`src/rtl/uart_alu_pkg.sv`:
```
// Shared definitions for the UART ALU byte protocol: widths, frame layout,
// FSM state encoding and ALU opcodes.
package uart_alu_pkg;

  localparam int N_DATA       = 8;
  localparam int NB_OPERATION = 6;

  // A request travels as three bytes in this fixed order.
  localparam int FRAME_BYTES  = 3;
  localparam int BYTE_IDX_A   = 0;
  localparam int BYTE_IDX_B   = 1;
  localparam int BYTE_IDX_OP  = 2;

  typedef enum logic [3:0] {
    IDLE     = 4'd0,
    SEND_A   = 4'd1,
    WAIT_A   = 4'd2,
    SEND_B   = 4'd3,
    WAIT_B   = 4'd4,
    SEND_OP  = 4'd5,
    WAIT_OP  = 4'd6,
    WAIT_RSP = 4'd7,
    RESP     = 4'd8
  } state_t;

  localparam logic [NB_OPERATION-1:0] OP_ADD = 6'h20;
  localparam logic [NB_OPERATION-1:0] OP_SUB = 6'h22;
  localparam logic [NB_OPERATION-1:0] OP_AND = 6'h24;
  localparam logic [NB_OPERATION-1:0] OP_OR  = 6'h25;
  localparam logic [NB_OPERATION-1:0] OP_XOR = 6'h26;
  localparam logic [NB_OPERATION-1:0] OP_NOR = 6'h27;
  localparam logic [NB_OPERATION-1:0] OP_SRA = 6'h03;
  localparam logic [NB_OPERATION-1:0] OP_SRL = 6'h02;

endpackage

```
`src/rtl/uart_alu_requester_timeout_counter.sv`:
```
// Saturating cycle counter: o_expired rises after MAX-1 enabled increments
// since the last clear and stays high until cleared.
module timeout_counter #(
  parameter int MAX = 1000000
) (
  input  logic i_clk,
  input  logic i_rst,
  input  logic i_clear,
  input  logic i_enable,
  output logic o_expired
);

  localparam int               CNT_W = (MAX > 1) ? $clog2(MAX) : 1;
  localparam logic [CNT_W-1:0] LAST  = CNT_W'(MAX - 1);

  logic [CNT_W-1:0] r_count;

  // NOTE: state is updated only with non-blocking assignments, and the
  // synchronous reset is the first branch so it wins over every other action.
  always_ff @(posedge i_clk) begin
    if (!i_rst) begin
      r_count <= '0;
    end else if (i_clear) begin
      r_count <= '0;
    end else if (i_enable && !o_expired) begin
      r_count <= r_count + 1'b1;
    end
  end

  assign o_expired = (r_count == LAST);

endmodule

```
`src/rtl/uart_alu_requester.sv`:
```
// Host-side initiator: sends A, B, OP as three UART bytes, then waits for the
// one-byte ALU result or reports a timeout.
module uart_alu_requester #(
  parameter int N_DATA         = uart_alu_pkg::N_DATA,
  parameter int NB_OPERATION   = uart_alu_pkg::NB_OPERATION,
  parameter int TIMEOUT_CYCLES = 1000000
) (
  input  logic                    i_clk,
  input  logic                    i_rst,
  input  logic                    i_req_valid,
  input  logic [N_DATA-1:0]       i_req_a,
  input  logic [N_DATA-1:0]       i_req_b,
  input  logic [NB_OPERATION-1:0] i_req_op,
  output logic                    o_req_ready,
  output logic                    o_rsp_valid,
  output logic [N_DATA-1:0]       o_rsp_data,
  output logic                    o_rsp_timeout,
  output logic [N_DATA-1:0]       o_tx_data,
  output logic                    o_tx_start,
  input  logic                    i_tx_done,
  input  logic [N_DATA-1:0]       i_rx_data,
  input  logic                    i_rx_done,
  output logic                    o_busy
);

  import uart_alu_pkg::*;

  state_t                  r_state;
  state_t                  w_next_state;
  logic [N_DATA-1:0]       r_b;
  logic [NB_OPERATION-1:0] r_op;
  logic [N_DATA-1:0]       r_tx_data;
  logic [N_DATA-1:0]       r_rsp_data;
  logic                    r_rsp_timeout;
  logic                    w_accept;
  logic                    w_cnt_clear;
  logic                    w_cnt_enable;
  logic                    w_expired;

  assign w_accept = i_req_valid && (r_state == IDLE);

  timeout_counter #(
    .MAX (TIMEOUT_CYCLES)
  ) u_timeout (
    .i_clk     (i_clk),
    .i_rst     (i_rst),
    .i_clear   (w_cnt_clear),
    .i_enable  (w_cnt_enable),
    .o_expired (w_expired)
  );

  always_ff @(posedge i_clk) begin
    if (!i_rst) begin
      r_state <= IDLE;
    end else begin
      r_state <= w_next_state;
    end
  end

  // NOTE: every output of this block gets a default before the case, so no
  // path leaves a signal unassigned and no latch is inferred.
  always_comb begin
    w_next_state = r_state;
    w_cnt_clear  = 1'b0;
    w_cnt_enable = 1'b0;
    case (r_state)
      IDLE:     if (i_req_valid) w_next_state = SEND_A;
      SEND_A:   w_next_state = WAIT_A;
      WAIT_A:   if (i_tx_done) w_next_state = SEND_B;
      SEND_B:   w_next_state = WAIT_B;
      WAIT_B:   if (i_tx_done) w_next_state = SEND_OP;
      SEND_OP:  w_next_state = WAIT_OP;
      WAIT_OP: begin
        if (i_tx_done) begin
          w_next_state = WAIT_RSP;
          w_cnt_clear  = 1'b1;
        end
      end
      WAIT_RSP: begin
        w_cnt_enable = 1'b1;
        if (i_rx_done || w_expired) w_next_state = RESP;
      end
      RESP:     w_next_state = IDLE;
      default:  w_next_state = IDLE;
    endcase
  end

  // The outgoing byte register is reloaded as each byte completes, so it
  // stays stable for the whole SEND/WAIT pair of that byte.
  always_ff @(posedge i_clk) begin
    if (!i_rst) begin
      r_b           <= '0;
      r_op          <= '0;
      r_tx_data     <= '0;
      r_rsp_data    <= '0;
      r_rsp_timeout <= 1'b0;
    end else begin
      if (w_accept) begin
        r_tx_data <= i_req_a;
        r_b       <= i_req_b;
        r_op      <= i_req_op;
      end
      if (r_state == WAIT_A && i_tx_done) r_tx_data <= r_b;
      if (r_state == WAIT_B && i_tx_done) r_tx_data <= N_DATA'(r_op);
      // A byte arriving on the expiry cycle still counts as the result.
      if (r_state == WAIT_RSP) begin
        if (i_rx_done) begin
          r_rsp_data    <= i_rx_data;
          r_rsp_timeout <= 1'b0;
        end else if (w_expired) begin
          r_rsp_data    <= '0;
          r_rsp_timeout <= 1'b1;
        end
      end
    end
  end

  assign o_req_ready   = (r_state == IDLE);
  assign o_busy        = (r_state != IDLE);
  assign o_tx_start    = (r_state == SEND_A) || (r_state == SEND_B) || (r_state == SEND_OP);
  assign o_tx_data     = r_tx_data;
  assign o_rsp_valid   = (r_state == RESP);
  assign o_rsp_data    = r_rsp_data;
  assign o_rsp_timeout = r_rsp_timeout;

endmodule

```
`config.mk`:
```
export PLATFORM = sky130hd
export DESIGN_NAME = uart_alu_requester
export DESIGN_NICKNAME = d
export VERILOG_FILES = /design/src/rtl/uart_alu_pkg.sv /design/src/rtl/uart_alu_requester_timeout_counter.sv /design/src/rtl/uart_alu_requester.sv
export SDC_FILE = /design/constraint.sdc
export NUM_CORES = 1
export LEC_CHECK = 0
export CORE_ASPECT_RATIO = 0.6
export CORE_MARGIN = 8
export CORE_UTILIZATION = 51
export CTS_CLUSTER_DIAMETER = 200
export DETAILED_ROUTE_END_ITERATION = 12
export PLACE_DENSITY = 0.79
export SKIP_CTS_REPAIR_TIMING = 1
export SYNTH_ARGS = -nofsm -noshare
export SYNTH_HDL_FRONTEND = slang
export SYNTH_SLANG_ARGS = --single-unit
```
`constraint.sdc`:
```
create_clock -name i_clk -period 2.3 [get_ports i_clk]
set_clock_uncertainty 0.15 [all_clocks]
set_input_delay 0.23 -clock i_clk [delete_from_list [all_inputs] [get_ports i_clk]]
set_output_delay 0.23 -clock i_clk [all_outputs]
set_load 0.02 [all_outputs]
```
==> results.tsv <==
metric	value	unit
ys_warn_count	0	
cts_buffer_depth	2	
utilization	65.8	%
clk_latency	0.31	ns
clock_sink_count	55	
syn-cell-area	2630	µm²
place_congestion	0.814	
start_util	52.5	%
fin_tns_setup	0	ns
synth_commonest_cells	dfxtp_1, nand2_1, nor2_1	
cts_tree	built	
critPathMaxFanout	11	
rows	20	
portBuffers	55	
hold_class	input port to flip-flop	
syn-num-nets	324	
yosysUniqueCellTypes	50	
rsz0062_at_grt	yes	
die_area	7780	µm²
dpl.hpwl	4710	µm
antenna_found_initial	0	
grt_overflow	0	
powerDensity	575	nW/µm²
syn_area_per_cell	9.12	µm²
grt_pass1_wl	10500	µm
ant_nets	0	
ios	56	
drtIter0Drc	134	
slew_viol_final	0	
num_antenna_cells	0	
netlist_instances	288	
track_usage	16.6	%
final.period_utilization	97.7	%
cts_root_buffer	clkbuf_8	
place_inst	398	
cts_buffers	5	
peakVddDrop	0.000320	V
synth_area_leaders	dfxtp_1, nand2_1, a21boi_1, xor2_1, a21boi_0	
p_leak	1.25	nW
grt_max_degree	35	
clkTransAtPathRegs	0.11	ns
grt_pass1_vias	2130	
finalHoldViolCount	0	
yosysSeqAreaShare	41.9	%
critical_path_arrival	1.87	ns
post_drt_via_cell_ratio	5.46	
critPathCaptureType	output port	
slew_headroom	43.9	%
ys_ff_latch	55	
crit_type	flip-flop to output port	
finalCriticalPeriod	2.25	ns
htree_levels	2	
drive_gt1_share	10.3	%
drv_cap	0	
syn_to_final_growth	25.4	%
die_height	71.6	µm
start_kind	flip-flop	
routedWlPerCell	15.8	µm
finish.cell_count_without_fillers	406	
synth_top_cell_by_area	dfxtp_1	
cp_data_required_time	1.92	ns
drcViolationCount	0	
synth_top_area_share	41.9	%
layout.nets	375	
core_area	5000	µm²
vias	2216	
fmax	445	MHz
yosysMostFrequentCell	dfxtp_1	
synth-main-ff-cell	dfxtp_1	
worst_slew_pin_slew	0.835	ns
setup_viol	0	
first_pass_iters	5	
die_x	109	µm
status	completed	
routed_wl	6410	µm
async_reset_ff_share	0	%
synth_edf_count	0	
-- power by group --
group | total (mW) | internal, mW | switching, mW
Clock | 0.548 | 0.219 | 0.330
Combinational | 0.311 | 0.160 | 0.151
Sequential | 1.03 | 0.992 | 0.0417
Total | 1.89 | 1.37 | 0.522
-- layer usage --
metal / vias up / routed length, µm / track usage, %
met5: - / 0 / 0
met2: 70 / 2650 / 22.4
met4: 0 / 62 / 4.98
met1: 1023 / 3160 / 23.8
met3: 5 / 530 / 5.82
li1: 1118 / - / -
-- cell families after synthesis --
group	after synthesis	share of synthesized area, %
xor+xnor	15	5.00
flops	55	41.9
mux	2	0.762
fa+ha+maj	1	0.476
buf+inv	21	4.81
simple gates	129	29.5
compound gates	65	17.5
-- layout by cell type, fill, tap and decap left out, drive strengths merged, types with 7 or more instances in the layout --
cell           count
nor4               7
o21ai             14
nor2              25
dfxtp             55
xor2              13
nand2             50
nand3             12
a21boi            28
clkdlybuf4s50     55
-- worst paths after layout --
kind | startpoint | to | slack, ns | cells after the start
worst max-delay path | r_state[1] | o_rsp_valid | 0.05 | 2
worst min-delay path | i_req_b[1] | r_b[1] | 0.31 | 3
worst max register to register | r_state[1] | u_timeout.r_count[3] | 0.19 | 5
worst min register to register | r_op[5] | r_op[5] | 0.31 | 2
-- sequential cells by signal, indices dropped and copies added, names as in the netlist --
signal             cells
o_rsp_timeout          1
r_op                   6
r_state                4
o_rsp_data             8
r_b                    8
u_timeout.r_count     20
o_tx_data              8
-- final cells by class --
cell class	count	area, µm²
Inverter	4	15.0
Tap cell	66	82.6
Sequential cell	55	1110
Clock inverter	3	25.0
Fill cell	435	1710
Timing Repair Buffer	61	596
Clock buffer	5	68.8
Multi-Input combinational cell	212	1400
-- per-stage QoR --
stage	hold WS, ns	cell area (µm²)	total power [mW]	setup slack (ns)
after floorplan	0.215	2630	1.23	0.472
after global placement	0.292	3190	1.36	0.242
after detailed placement	0.295	3190	1.36	0.167
after CTS	0.298	3290	1.91	-0.0530
after global routing	0.300	3290	1.98	-0.0295
final	0.309	3290	1.89	0.0528
-- worst max-delay path, stage by stage, from the launching register on --
cell,delay [ns]
dfxtp_1,0.50
nor4b_1,0.39
clkdlybuf4s50_1,0.67
No activity file was read; power rests on OpenSTA's default activity.
